$ cat config.mk
export PLATFORM = sky130hd
export DESIGN_NAME = fetch_unit
export DESIGN_NICKNAME = d
export VERILOG_FILES = /design/src/rtl/fetch_pkg.sv /design/src/rtl/next_pc_calc.sv /design/src/rtl/fetch_unit.sv
export SDC_FILE = /design/constraint.sdc
export NUM_CORES = 1
export LEC_CHECK = 0
export BUFFER_PORTS_ARGS = -buffer_cell sky130_fd_sc_hd__buf_4
export CORE_MARGIN = 10
export CORE_UTILIZATION = 40
export DETAILED_ROUTE_END_ITERATION = 8
export MAX_ROUTING_LAYER = met4
export PLACE_DENSITY_LB_ADDON = 0.1
export SLEW_MARGIN = 20
export SYNTH_ARGS = -nofsm -noshare
export SYNTH_HDL_FRONTEND = slang
export SYNTH_SLANG_ARGS = --single-unit
export TNS_END_PERCENT = 1
$ cat constraint.sdc
create_clock -name clk_i -period 3.2 [get_ports clk_i]
set_input_delay 0.96 -clock clk_i [delete_from_list [all_inputs] [get_ports clk_i]]
set_output_delay 0.96 -clock clk_i [all_outputs]
set_load 0.01 [all_outputs]
$ cat src/rtl/fetch_pkg.sv
// rtl/fetch_pkg.sv - shared types and constants for the instruction fetch unit
package fetch_pkg;

   localparam int WORD_W = 32;

   // Fetch sequencer states; ST_HALT is only reachable with FETCH_ALIGN_CHECK_EN
   typedef enum logic [1:0] {
      ST_IDLE  = 2'd0,
      ST_FETCH = 2'd1,
      ST_HOLD  = 2'd2,
      ST_HALT  = 2'd3
   } state_e;

   // Decoder jump codes; code 3 behaves like JUMP_SEQ
   localparam logic [1:0] JUMP_J   = 2'd0;
   localparam logic [1:0] JUMP_SEQ = 2'd1;
   localparam logic [1:0] JUMP_JR  = 2'd2;

   // Sequential successor of a word address, modulo 2^32
   function automatic logic [WORD_W-1:0] pc_inc4(input logic [WORD_W-1:0] pc);
      return pc + 32'd4;
   endfunction

endpackage

$ cat src/rtl/next_pc_calc.sv
// rtl/next_pc_calc.sv - combinational next-PC selection (jr, j/jal, branch, sequential)
module next_pc_calc
   import fetch_pkg::*;
(
   input  logic [WORD_W-1:0] pc,
   input  logic [25:0]       target,
   input  logic [1:0]        jump,
   input  logic              branch_taken,
   input  logic [WORD_W-1:0] branch_offset,
   input  logic [WORD_W-1:0] jr_addr,
   output logic [WORD_W-1:0] pc_plus4,
   output logic [WORD_W-1:0] next_pc
);

   // Priority: jr, then absolute jump, then taken branch, else fall through
   always_comb begin
      pc_plus4 = pc_inc4(pc);
      next_pc  = pc_plus4;
      case (jump)
         JUMP_JR: next_pc = jr_addr;
         JUMP_J:  next_pc = {pc_plus4[31:28], target, 2'b00};
         JUMP_SEQ: begin
            if (branch_taken) next_pc = pc_plus4 + (branch_offset << 2);
         end
         default: begin
            if (branch_taken) next_pc = pc_plus4 + (branch_offset << 2);
         end
      endcase
   end

endmodule

$ cat src/rtl/fetch_unit.sv
// rtl/fetch_unit.sv - instruction fetch sequencer; optional FETCH_ALIGN_CHECK_EN adds misalign halt
module fetch_unit
   import fetch_pkg::*;
#(
   parameter logic [WORD_W-1:0] RESET_PC    = 32'h0000_0000,
   parameter int                ACK_TIMEOUT = 16
)(
   input  logic              clk_i,
   input  logic              rst_i,
   output logic              imem_req_o,
   output logic [WORD_W-1:0] imem_addr_o,
   input  logic              imem_ack_i,
   input  logic [WORD_W-1:0] imem_data_i,
   output logic [WORD_W-1:0] instr_o,
   output logic              instr_valid_o,
   input  logic              instr_ready_i,
   output logic [WORD_W-1:0] pc_o,
   output logic [WORD_W-1:0] pc_plus4_o,
   input  logic [1:0]        jump_i,
   input  logic              branch_taken_i,
   input  logic [WORD_W-1:0] branch_offset_i,
   input  logic [WORD_W-1:0] jr_addr_i,
   output logic              timeout_o,
   output logic [WORD_W-1:0] fetch_count_o
`ifdef FETCH_ALIGN_CHECK_EN
   ,
   output logic              misalign_o
`endif
);

   localparam logic [1:0] IDLE  = ST_IDLE;
   localparam logic [1:0] FETCH = ST_FETCH;
   localparam logic [1:0] HOLD  = ST_HOLD;
`ifdef FETCH_ALIGN_CHECK_EN
   localparam logic [1:0] HALT  = ST_HALT;
`endif

   localparam int               CNT_W     = (ACK_TIMEOUT > 1) ? $clog2(ACK_TIMEOUT) : 1;
   localparam logic [CNT_W-1:0] WAIT_LAST = CNT_W'(ACK_TIMEOUT - 1);

   logic [1:0]        state;
   logic [WORD_W-1:0] pc;
   logic [WORD_W-1:0] pc_plus4;
   logic [WORD_W-1:0] next_raw;
   logic [WORD_W-1:0] next_pc;
   logic [CNT_W-1:0]  wait_cnt;
   logic              fetching;
   logic              ack_hit;
   logic              consume;
   logic              wait_expired;
   logic              load_pc;

   assign fetching     = (state == FETCH);
   assign ack_hit      = fetching & imem_ack_i;
   assign consume      = (state == HOLD) & instr_ready_i;
   assign wait_expired = fetching & ~imem_ack_i & (wait_cnt == WAIT_LAST);

   assign imem_req_o    = fetching;
   assign imem_addr_o   = pc;
   assign instr_valid_o = (state == HOLD);
   assign pc_o          = pc;
   assign pc_plus4_o    = pc_plus4;
   assign timeout_o     = wait_expired;

   next_pc_calc u_next_pc_calc (
      .pc            (pc),
      .target        (instr_o[25:0]),
      .jump          (jump_i),
      .branch_taken  (branch_taken_i),
      .branch_offset (branch_offset_i),
      .jr_addr       (jr_addr_i),
      .pc_plus4      (pc_plus4),
      .next_pc       (next_raw)
   );

`ifdef FETCH_ALIGN_CHECK_EN
   logic misaligned;
   assign misaligned = |next_raw[1:0];
   assign next_pc    = next_raw;
   assign load_pc    = consume & ~misaligned;
   assign misalign_o = (state == HALT);
`else
   logic misaligned;
   assign misaligned = 1'b0;
   assign next_pc    = next_raw & 32'hFFFF_FFFC;
   assign load_pc    = consume;
`endif

   // Sequencer: IDLE -> FETCH -> HOLD -> FETCH ..., HALT on misaligned target
   always_ff @(posedge clk_i or negedge rst_i) begin
      if (!rst_i) begin
         state <= IDLE;
      end else begin
         case (state)
            IDLE:  state <= FETCH;
            FETCH: if (imem_ack_i) state <= HOLD;
            HOLD: begin
               if (instr_ready_i) state <= misaligned ? ST_HALT : FETCH;
            end
            default: state <= state;
         endcase
      end
   end

   // Program counter advances only when the decoder consumes the instruction
   always_ff @(posedge clk_i or negedge rst_i) begin
      if (!rst_i)       pc <= RESET_PC;
      else if (load_pc) pc <= next_pc;
   end

   // Instruction register captures the memory word on an accepted ack
   always_ff @(posedge clk_i or negedge rst_i) begin
      if (!rst_i)       instr_o <= '0;
      else if (ack_hit) instr_o <= imem_data_i;
   end

   // Ack-wait counter: runs in FETCH, clears on ack, on expiry, or outside FETCH
   always_ff @(posedge clk_i or negedge rst_i) begin
      if (!rst_i)                                       wait_cnt <= '0;
      else if (!fetching || imem_ack_i || wait_expired) wait_cnt <= '0;
      else                                              wait_cnt <= wait_cnt + 1'b1;
   end

   // Completed decoder handshakes, wrapping at 2^32
   always_ff @(posedge clk_i or negedge rst_i) begin
      if (!rst_i)       fetch_count_o <= '0;
      else if (consume) fetch_count_o <= fetch_count_o + 32'd1;
   end

endmodule

**Yosys cells after proc, flatten, opt, wreduce, memory -nomap -nowiden**

Cells that the tools add are included.

- Add/sub/neg operators: 4
- Mux-type cells: 6
- Eq/ne operators: 6
- Reductions and logical operators: 7
- Bitwise operators: 5

Operators by type and width:

| kind | count |
|---|---|
| one-hot mux 32 bit (2 select lines) | 1 |
| adder 32 x 1 -> 32 bit (second input constant) | 1 |
| adder 32 x 3 -> 32 bit (second input constant) | 1 |
| adder 32 bit | 1 |
| 2-to-1 mux 32 bit | 1 |
| one-hot mux 2 bit (3 select lines) | 1 |
| adder 4 x 1 -> 4 bit (second input constant) | 1 |
| AND 1 bit | 4 |
| equality test 2 bit (second input constant) | 2 |
| equality test 4 bit (second input constant) | 1 |
| zero test 2 bit | 2 |
| 2-to-1 mux 2 bit | 2 |
| 2-to-1 mux 4 bit | 1 |
| AND reduction 3 bit | 1 |
| nonzero test 3 bit | 1 |
| equality test 2 x 1 -> 1 bit (second input constant) | 1 |
| logical OR 1 bit | 2 |
| != test 2 x 1 -> 1 bit (second input constant) | 1 |
| != test 2 bit (second input constant) | 1 |
| zero test 1 bit | 1 |
| inverter 1 bit | 1 |

- Output and inout port bits: 163
- Register bits after elaboration: 100
- Bits of input ports: 103

**Depth between registers and ports, before layout**

Gate-level depths: netlist (run 1).

- Depth in word-level cells: 5
- Mapped depth: 18
- Gate-level depth less buffers: 16

**Cells and area by module**

Synthesis (run 1) repeated with hierarchy kept, for this count alone.

- Cell total of the unflattened synthesis: 836
- Area total of the unflattened synthesis: 7354.6 µm²

Modules (own cells, without submodules):

| module | cells an instance | area each (µm²) | times used | sequential area each (µm²) |
|---|---|---|---|---|
| fetch_unit | 385 | 4292.9 | 1 | 2502.4 |
| next_pc_calc | 451 | 3061.7 | 1 | 0.0 |

**Worst setup path before layout (run 1)**

Ideal clock, no wire load.

- Path kind: reg2reg
- Start point: register pc[17] (netlist: imem_addr_o[17])
- End point: register pc[31] (netlist: imem_addr_o[31])
- Required time: 3.105 ns
- Slack: -0.508 ns
- Cell stages (with the launch flop): 16
- Buffers on the path: 1
- Data arrival time: 3.612 ns
- Setup time: 0.095 ns
- Clock period less this slack: 3.708 ns
- Cell sequence: dfrtp_1 and4_4 nand4_4 nor4_4 nand2_1 xnor2_1 ha_1 clkbuf_1 a21o_1 a22o_1 or4_1 a31oi_1 o21ai_1 xor2_1 and3_1 o31ai_1

- Word-level cells in the longest chain between the ends: 4

RTL lines:

| element | line | source |
|---|---|---|
| from (decl) | fetch_unit.sv:42 | `logic [WORD_W-1:0] pc;` |
| from (signal assigned) | fetch_unit.sv:108 | `else if (load_pc) pc <= next_pc;` |
| adder 32 x 3 -> 32 bit | fetch_pkg.sv:21 | `return pc + 32'd4;` |
| via pc_plus4_o[25] | fetch_unit.sv:18 | `output logic [WORD_W-1:0] pc_plus4_o,` |
| adder 32 bit | next_pc_calc.sv:23, next_pc_calc.sv:26 |  |
| 2-to-1 mux 32 bit | next_pc_calc.sv:23, next_pc_calc.sv:26 |  |
| one-hot mux 32 bit (2 select lines) | next_pc_calc.sv:19 | `case (jump)` |

The timed path passes the listed nets, and every way through them passes these cells.
A chain may end at the register's enable or synchronous reset.

**Worst setup path after layout (run 1)**

- Start point: register pc[2] (netlist: imem_addr_o[2])
- End point: register pc[31] (netlist: imem_addr_o[31])

- Word-level cells in the longest chain between the ends: 4

RTL lines:

| element | line |
|---|---|
| adder 32 x 3 -> 32 bit * | fetch_pkg.sv:21 |
| adder 32 bit | next_pc_calc.sv:23, next_pc_calc.sv:26 |
| 2-to-1 mux 32 bit | next_pc_calc.sv:23, next_pc_calc.sv:26 |
| one-hot mux 32 bit (2 select lines) * | next_pc_calc.sv:19 |

Every way passes the cells marked *; elsewhere a longest branch is shown, timed or not.

==> results of run 1 <==
[cell type report]
type | count | area, um2 | area share, %
Multi-Input combinational cell | 609 | 4571 | 42.10
Tap cell | 229 | 286.5 | 2.639
Clock inverter | 6 | 55.05 | 0.5071
Sequential cell | 100 | 2519 | 23.20
Inverter | 12 | 45.04 | 0.4149
Clock buffer | 10 | 239.0 | 2.201
Timing Repair Buffer | 416 | 3142 | 28.94
[layout by cell type (no fill, tap or decap), drive strengths merged, types with 3 or more instances in the layout]
cell type / count
nor2: 59
o22ai: 11
or2: 6
mux2i: 22
buf: 416
nor3: 6
conb: 6
clkbuf: 10
dfrtp: 100
a211oi: 4
nand2: 74
o221ai: 7
nor4: 4
mux2: 40
nand2b: 3
xor2: 32
or3: 3
o21bai: 4
ha: 37
and3: 13
o21ai: 42
nand4: 22
a31oi: 6
nor2b: 9
a21oi: 43
nand3: 31
and2: 9
inv: 14
a21o: 24
and4: 6
xnor2: 52
a221oi: 4
o211ai: 3
[Yosys cell counts, types with 3 or more instances]
cell,n,share of area (%)
xor2_1,32,3.9
nand2b_1,3,0.26
buf_1,9,0.47
nand3_2,4,0.55
o21ai_0,40,2.8
nand2_1,74,3.8
o21bai_1,4,0.41
mux2_2,39,6.1
o221ai_1,7,0.85
nor3_1,5,0.35
or2_2,6,0.52
clkbuf_1,24,1.2
nor2b_1,9,0.78
xnor2_1,52,6.3
mux2i_1,22,3.0
o22ai_1,11,0.95
inv_1,10,0.52
ha_1,37,6.4
a31oi_1,6,0.52
and3_1,13,1.1
nor2_1,59,3.1
o211ai_1,3,0.31
and2_1,9,0.78
a211oi_1,3,0.31
a21o_1,24,2.5
nand4_1,21,1.8
dfrtp_1,100,35
a21oi_1,43,3.0
nand3_1,27,1.9
buf_4,37,3.8
and4_1,4,0.48
[cell families after synthesis]
| kind of cell | share of synthesized area [%] |
|---|---|
| flops | 34.56 |
| fa+ha+maj | 6.670 |
| xor+xnor | 10.16 |
| simple gates | 17.71 |
| compound gates | 15.36 |
| buf+inv | 6.169 |
| mux | 9.314 |
| other cells | 0.05179 |
[worst min-delay path by stage]
stage	to	startpoint	cells after the start	slack (ns)
4_1_cts	wait_cnt[0]	wait_cnt[0]	1	0.48
3_5_place_dp	fetch_count_o[31]	fetch_count_o[31]	1	0.46
2_1_floorplan	wait_cnt[0]	wait_cnt[0]	1	0.43
3_3_place_gp	wait_cnt[0]	wait_cnt[0]	1	0.45
6_report	wait_cnt[0]	wait_cnt[0]	1	0.48
5_1_grt	wait_cnt[0]	wait_cnt[0]	1	0.50
[flip-flops by register name (all words and copies together) (netlist names)]
name / flops
fetch_count_o: 32
wait_cnt: 4
imem_addr_o: 30
state: 2
instr_o: 32
[per-stage QoR]
stage,hold WS (ns),TNS (ns),utilization [%],area [um2]
after CTS,0.4848,-2.107,60.24,10780
final,0.4782,-2.409,60.64,10860
after global placement,0.4519,-4.425,57.75,10340
after detailed placement,0.4638,-4.331,57.75,10340
after floorplan,0.4322,-2.787,-,7386
after global routing,0.4973,-6.627,60.64,10860
[where the power goes]
part / internal (mW) / total, mW / leakage, nW / switching (mW)
clock: 0.563 / 1.08 / 0.139 / 0.518
sequential: 1.63 / 1.95 / 1.28 / 0.321
combinational: 2.70 / 5.17 / 4.14 / 2.47
[per-layer routing]
| layer | part of all wire, % | routed length [um] |
|---|---|---|
| met1 | 46 | 11900 |
| met4 | 0.97 | 253 |
| met3 | 7.2 | 1888 |
| met5 | 0 | 0 |
| met2 | 46 | 12070 |
[repair_timing]
action,in CTS,in global routing
gates resized for setup,22,14
pin swaps,15,4
setup endpoints to repair,24,29
setup buffers,5,1
==> flow_summary.yaml, run 1 <==
synthesis:
  ys_types: 69
  yosysWarnings: 0
  syn_area_per_cell_um2: 9.212
  netlist_instances: 786
  synth_edf_count: 0
  synth_seq_cells: 100
  synth_area_um2: 7241
  async_flop_share_pct: 100.0
  yosysSeqAreaShare_pct: 34.56
  ys.flop_type: "dfrtp_1"
sta:
  fin_worst_skew_ns: 0.01255
  worstMarginPinSlew_ns: 0.6466
  layout_setup_ws_ns: -0.3401
  setup_viol: 18
  rsz0062_at_grt: "true"
  fmax_mhz: 282.5
  max_slew_margin_pct: 56.79
  drv_slew: 0
  post-route-period-util_pct: 110.6
  fin_crit_ns: 3.540
  finalHoldViolCount: 0
setup_path:
  r2r-end: "imem_addr_o[31]"
  cpPeakStageDelay_ns: 0.44
  startpoint_type: "flip-flop"
  rrSetupSlack_ns: -0.34
  startpoint: "imem_addr_o[2]"
  rr_worst_depth: 16
  cp_slowest_cell: "dfrtp_2"
  crit_buf_inv: 2
  crit_cells: 16
  critPathTopFamily: "compound AO/OA/AOI/OAI gates"
  required_ns: 3.45
  crit_end: "imem_addr_o[31]"
  crit_chain: "and3_1 -> nand2_1 -> nor2_2 -> and3_1 -> buf_4 -> xor2_2 -> ha_1 -> nand4_1 -> inv_1 -> nand4_1 -> a21oi_1 -> o22ai_4 -> o21ai_1 -> xor2_1 -> a21oi_1 -> o31ai_1"
  cp.arrival_ns: 3.79
  cp_max_fo: 4
  end_kind: "flip-flop"
  path_class: "flip-flop to flip-flop"
  r2r-start: "imem_addr_o[2]"
floorplan:
  rows: 49
  pin_count: 266
  dieArea_um2: 23880
  dieHeight_um: 154.5
  core_um2: 17900
  die_x_um: 154.5
  initial_core_util_pct: 40.45
cts:
  cts_tree: "yes"
  hold_buffers: 0
  cts_made_buffers: 9
  max-clock-path-buffers: 2
  cts.clk_slew.worst_paths_ns: 0.08
  h-tree-depth: 3
  cts_root_buf: "clkbuf_16"
  clk_latency_ns: 0.35
  clock_sinks: 100
placed_design:
  hpwl_um: 21130
  gp_congestion: 0.9424
  numPortBuffers: 255
  dp_slack_ns: -0.4004
  placedCellCount: 1360
grt:
  antenna_found_initial: 0
  grt-ovfl-total: 0
  track_usage_pct: 21.60
  first_global_vias: 7295
  grt-busiest-layer: "met2"
  grt_use_met2_pct: 32.95
  gr-usage-met1_pct: 28.87
  grt_pass1_wl_um: 40600
  gr-usage-met3_pct: 4.714
  grt_max_degree: 47
route:
  drt_iter0_drc: 350
  routedWlPerCell_um: 18.90
  route.detailed.drc: 0
  viasPerCell: 5.180
  dr_total_vias: 7159
  drt_wl_total_um: 26120
  antenna_left: 0
  first_pass_iters: 5
final_layout:
  fillers: 1670
  fin_nets: 1289
  n_antenna_cell: 0
  area_growth_pct: 49.94
  finalNonFillerCells: 1382
  drive_above_1_share_pct: 47.18
status:
  violations: "setup timing"
  status: "finished, violations left"
flow_run:
  drv_cap: 0
worst_hold_path:
  hold_path_class: "flip-flop to flip-flop"
power_and_ir_drop:
  powerDensity_nw_per_um2: 755.5
  ir_worst_vdd_v: 0.0004160
  p_total_mw: 8.202
  leakage_nw: 5.554
(Power assumes the default switching activity.)
==> run 2: changes to the inputs <==
--- a/config.mk
+++ b/config.mk
@@ -11,6 +11,7 @@
 export DETAILED_ROUTE_END_ITERATION = 8
 export MAX_ROUTING_LAYER = met4
 export PLACE_DENSITY_LB_ADDON = 0.1
+export RECOVER_POWER = 25
 export SLEW_MARGIN = 20
 export SYNTH_ARGS = -nofsm -noshare
 export SYNTH_HDL_FRONTEND = slang
==> flow_summary.yaml, run 2 (same netlist as run 1, synthesis figures left out) <==
status:
  status: "finished, violations left"
  violations: "setup timing"
final_layout:
  n_antenna_cell: 0
  final_common_cell: "buf_4"
  seqCellArea_um2: 2519
  final_util_pct: 60.53
  fin_nets: 1289
  final_cell_mix: "405 x buf_4, 87 x dfrtp_1, 74 x nand2_1"
  finalNonFillerCells: 1382
  multi_input_area_um2: 4571
  design_area_um2: 10840
  fillers: 1675
  drive_above_1_share_pct: 46.75
  area_growth_pct: 49.65
sta:
  fmax_mhz: 283.3
  fin_crit_ns: 3.530
  fin_worst_skew_ns: 0.01222
  max_slew_margin_pct: 19.54
  setup_viol: 16
  worstMarginPinSlew_ns: 1.207
  finalHoldViolCount: 0
  rsz0062_at_grt: "true"
  layout_setup_ws_ns: -0.3300
  post-route-period-util_pct: 110.3
  holdWs_ns: 0.4782
  drv_slew: 0
setup_path:
  path_class: "flip-flop to flip-flop"
  cp_max_fo: 4
  end_kind: "flip-flop"
  cp.arrival_ns: 3.78
  startpoint_type: "flip-flop"
  rr_worst_depth: 16
  required_ns: 3.45
floorplan:
  dieHeight_um: 154.5
  rows: 49
  die_x_um: 154.5
  initial_core_util_pct: 40.45
  core_um2: 17900
  pin_count: 266
  dieArea_um2: 23880
route:
  routedWlPerCell_um: 18.88
  drt_wl_total_um: 26090
  drt_iter0_drc: 349
  dr_total_vias: 7142
  antenna_left: 0
  viasPerCell: 5.168
  route.detailed.drc: 0
  first_pass_iters: 5
grt:
  track_usage_pct: 21.60
  grt-ovfl-total: 0
  first_global_vias: 7295
  grt_max_degree: 47
  grt_pass1_wl_um: 40600
  antenna_found_initial: 0
cts:
  cts_made_buffers: 9
  cts_root_buf: "clkbuf_16"
  cts.clk_slew.worst_paths_ns: 0.08
  h-tree-depth: 3
  max-clock-path-buffers: 2
  clock_sinks: 100
  hold_buffers: 0
  clk_latency_ns: 0.34
  cts_tree: "yes"
power_and_ir_drop:
  ir_worst_vdd_v: 0.0004160
  leakage_nw: 5.536
  p_total_mw: 8.196
  powerDensity_nw_per_um2: 756.4
placed_design:
  place_area_um2: 10340
  gp_congestion: 0.9424
  placedCellCount: 1360
  hpwl_um: 21130
  numPortBuffers: 255
worst_hold_path:
  worstHoldPathCells: 1
  hold_path_class: "flip-flop to flip-flop"
flow_run:
  drv_cap: 0
## run 2: metal layers
metal | wire (um) | global-route usage, % | vias up
met5 | 0 | - | -
met1 | 11910 | 28.87 | 3383
met3 | 1858 | 4.714 | 15
met2 | 12060 | 32.95 | 234
met4 | 260 | 4.633 | 0
li1 | - | - | 3510
## run 2: report_power, final
part | switching [mW] | internal (mW) | leakage [nW]
Clock | 0.516 | 0.563 | 0.139
Sequential | 0.322 | 1.63 | 1.28
Combinational | 2.47 | 2.70 | 4.12
## run 2: area by class of cell
class / instances / area share (%)
clock buffer: 10 / 2.206
clock inverter: 6 / 0.5081
inverter: 12 / 0.4157
multi-input combinational: 609 / 42.18
sequential: 100 / 23.24
tap: 229 / 2.644
timing repair buffer: 416 / 28.80
## run 2: worst paths after layout
path	slack (ns)	to	start
setup / recovery	-0.33	imem_addr_o[31]	imem_addr_o[2]
hold reg to reg	0.48	wait_cnt[0]	wait_cnt[0]
hold / removal	0.48	wait_cnt[0]	wait_cnt[0]
max in group asynchronous	0.94	fetch_count_o[3]	rst_i
setup reg to reg	-0.33	imem_addr_o[31]	imem_addr_o[2]
min in group asynchronous	0.85	imem_addr_o[27]	rst_i
## run 2: stage by stage
step	setup TNS [ns]	setup slack (ns)
3_3_place_gp	-4.425	-0.3982
4_1_cts	-2.107	-0.3331
6_report	-2.270	-0.3300
5_1_grt	-6.627	-0.5491
2_1_floorplan	-2.787	-0.3426
3_5_place_dp	-4.331	-0.4004
## run 2: what timing repair did
item                       CTS  global route
pin swaps                   15             4
resized for setup           22            14
setup buffers                5             1
setup endpoints to repair   24            29
## run 2: worst max-delay path, stage by stage (launching register included)
cell and delay [ns]:
dfrtp_2 0.44, and3_1 0.20, nand2_1 0.22, nor2_2 0.06
and3_1 0.21, buf_4 0.16, xor2_2 0.16, ha_1 0.34
nand4_1 0.16, inv_1 0.11, nand4_1 0.09, a21oi_1 0.33
o22ai_4 0.14, o21ai_1 0.23, xor2_1 0.24, a21oi_1 0.10
o31ai_1 0.24
==> run 3: changes to the inputs <==
--- a/config.mk
+++ b/config.mk
@@ -5,6 +5,7 @@
 export SDC_FILE = /design/constraint.sdc
 export NUM_CORES = 1
 export LEC_CHECK = 0
+export ABC_AREA = 1
 export BUFFER_PORTS_ARGS = -buffer_cell sky130_fd_sc_hd__buf_4
 export CORE_MARGIN = 10
 export CORE_UTILIZATION = 40
==> flow_summary.yaml, run 3 <==
status:
  status: "finished, violations left"
  violations: "capacitance limit, slew limit"
synthesis:
  synth_area_leaders: "dfrtp_1 31%, nand2_1 14%, inv_1 7.2%"
  yosysWarnings: 0
  synth.most_common_cell: "nand2_1"
  synth_area_um2: 8188
  syn_area_per_cell_um2: 7.071
  async_flop_share_pct: 100.0
  synth_common_cells: "312 x nand2_1, 158 x inv_1, 100 x dfrtp_1"
  ys_types: 45
  netlist_instances: 1158
  ys.flop_type: "dfrtp_1"
  yosys.area.top_type_share_pct: 30.56
  yosysTopAreaCell: "dfrtp_1"
  yosysSeqAreaShare_pct: 30.56
  synth_seq_cells: 100
  synth_edf_count: 0
cts:
  cts_tree: "yes"
  max-clock-path-buffers: 2
  clock_sinks: 100
  h-tree-depth: 3
  clk_latency_ns: 0.34
  cts_made_buffers: 9
  cts.clk_slew.worst_paths_ns: 0.07
  cts_root_buf: "clkbuf_16"
sta:
  fin_worst_skew_ns: 0.006440
  finalHoldViolCount: 0
  fin_crit_ns: 3.064
  holdWs_ns: 0.4706
  drv_slew: 27
  fmax_mhz: 326.3
  post-route-period-util_pct: 95.76
  worstMarginPinSlew_ns: 1.544
  rsz0062_at_grt: "true"
  setup_tns_ns: 0
  max_slew_margin_pct: -2.916
  setup_viol: 0
power_and_ir_drop:
  leakage_nw: 5.877
  p_total_mw: 9.936
  powerDensity_nw_per_um2: 895.9
  ir_worst_vdd_v: 0.0004045
final_layout:
  n_antenna_cell: 0
  area_growth_pct: 35.45
  drive_above_1_share_pct: 31.43
  fin_nets: 1560
  final_cell_mix: "305 x nand2_1, 300 x buf_4, 155 x inv_1"
  final_common_cell: "nand2_1"
  fillers: 2020
floorplan:
  rows: 52
  die_x_um: 163.1
  pin_count: 266
  dieArea_um2: 26590
  core_um2: 20170
  dieHeight_um: 163.1
  initial_core_util_pct: 40.60
worst_hold_path:
  hold_path_class: "flip-flop to flip-flop"
  min_from: "wait_cnt[0]"
setup_path:
  path_class: "flip-flop to primary output"
  startpoint_type: "flip-flop"
  required_ns: 2.24
  end_kind: "primary output"
  r2r-start: "imem_addr_o[3]"
  startpoint: "imem_addr_o[3]"
  rr_worst_depth: 19
  r2r-end: "imem_addr_o[28]"
  cp_max_fo: 5
  rrSetupSlack_ns: 0.20
  crit_end: "pc_plus4_o[19]"
  cp.arrival_ns: 2.10
route:
  drt_iter0_drc: 385
  dr_total_vias: 8303
  antenna_left: 0
  routedWlPerCell_um: 17.12
  route.detailed.drc: 0
  first_pass_iters: 6
  viasPerCell: 4.907
  drt_wl_total_um: 28960
grt:
  grt-ovfl-total: 0
  first_global_vias: 8348
  antenna_found_initial: 0
  grt_max_degree: 75
  track_usage_pct: 21.80
  grt_pass1_wl_um: 44840
placed_design:
  gp_congestion: 0.9781
  numPortBuffers: 255
  hpwl_um: 24170
flow_run:
  drv_cap: 1
## run 3: cell count changes after synthesis, sizes merged, moves of 16 or more
cell | previous run | this run
xnor2 | 52 | 17
inv | 12 | 167
nand3 | 31 | 74
nor2 | 59 | 111
a21oi | 43 | 64
a221oi | 4 | 21
mux2i | 22 | 0
a21o | 24 | 1
nand2 | 74 | 320
xor2 | 32 | 48
## run 3: logic make-up (layout without fill, tap and decap cells)
logic type	Yosys count	in the layout	synth area share (%)
muxes	28	28	3.851
xor gates and xnor gates	65	65	6.953
other	1	6	0.04580
buffers and inverters	229	488	12.19
and+or+nand+nor	546	546	29.03
DFF	100	100	30.56
AOI/OAI and AO/OA	151	151	11.46
adders and majority gates	38	38	5.898
## run 3: metrics by stage
| step | instances | cell area, um2 | utilization [%] | setup slack (ns) |
|---|---|---|---|---|
| final | 1692 | 11090 | 54.99 | 0.1355 |
| after global routing | 1692 | 11090 | 54.99 | -0.03144 |
| after CTS | 1688 | 10780 | 53.46 | -0.008778 |
| after detailed placement | 1674 | 10470 | 51.90 | -0.0009575 |
| after global placement | 1674 | 10470 | 51.90 | 0.05730 |
| after floorplan | 1163 | 8207 | - | 0.3207 |
## run 3: critical path, cell delays in order, from the launching register on
cell and delay, ns:
dfrtp_1 0.36, buf_4 0.14, nand2_1 0.09, nor2_4 0.22
nand2_4 0.10, nor2_4 0.18, nand2_1 0.12, xor2_2 0.27
buf_4 0.17, buf_4 0.11
## run 3: routing by layer
metal	GRT usage [%]	part of all wire, %	up-vias
li1	-	-	4186
met2	35.15	47	246
met4	4.918	1.9	0
met1	27.83	44	3834
met3	4.153	6.3	37
met5	-	0	-
## run 3: final cells by class
| class | instances | area (um2) | area share (%) |
|---|---|---|---|
| clock buffer | 10 | 239.0 | 2.155 |
| clock inverter | 4 | 75.07 | 0.6769 |
| inverter | 169 | 635.6 | 5.731 |
| multi-input combinational | 834 | 4990 | 44.99 |
| sequential | 100 | 2510 | 22.63 |
| tap | 270 | 337.8 | 3.046 |
| timing repair buffer | 305 | 2303 | 20.77 |
## run 3: worst min path at each step
stage | end | cells past startpoint | slack [ns]
after detailed placement | wait_cnt[0] | 1 | 0.45
final | wait_cnt[0] | 1 | 0.47
after global placement | wait_cnt[0] | 1 | 0.45
after floorplan | wait_cnt[0] | 1 | 0.43
after CTS | wait_cnt[0] | 1 | 0.47
after global routing | wait_cnt[0] | 1 | 0.50
## run 3: repair_timing
| item | in CTS | in global routing |
|---|---|---|
| hold buffers | 0 | 0 |
| buffers inserted | 0 | 4 |
| endpoints found under the hold margin | 0 | 0 |
| resized for setup | 0 | 72 |
| setup endpoints to repair | 1 | 28 |
| pin swaps | 0 | 14 |
## run 3: power breakdown
group | internal [mW] | switching [mW]
Clock | 0.698 | 0.460
Combinational | 2.83 | 3.74
Sequential | 1.69 | 0.507
Total | 5.22 | 4.71
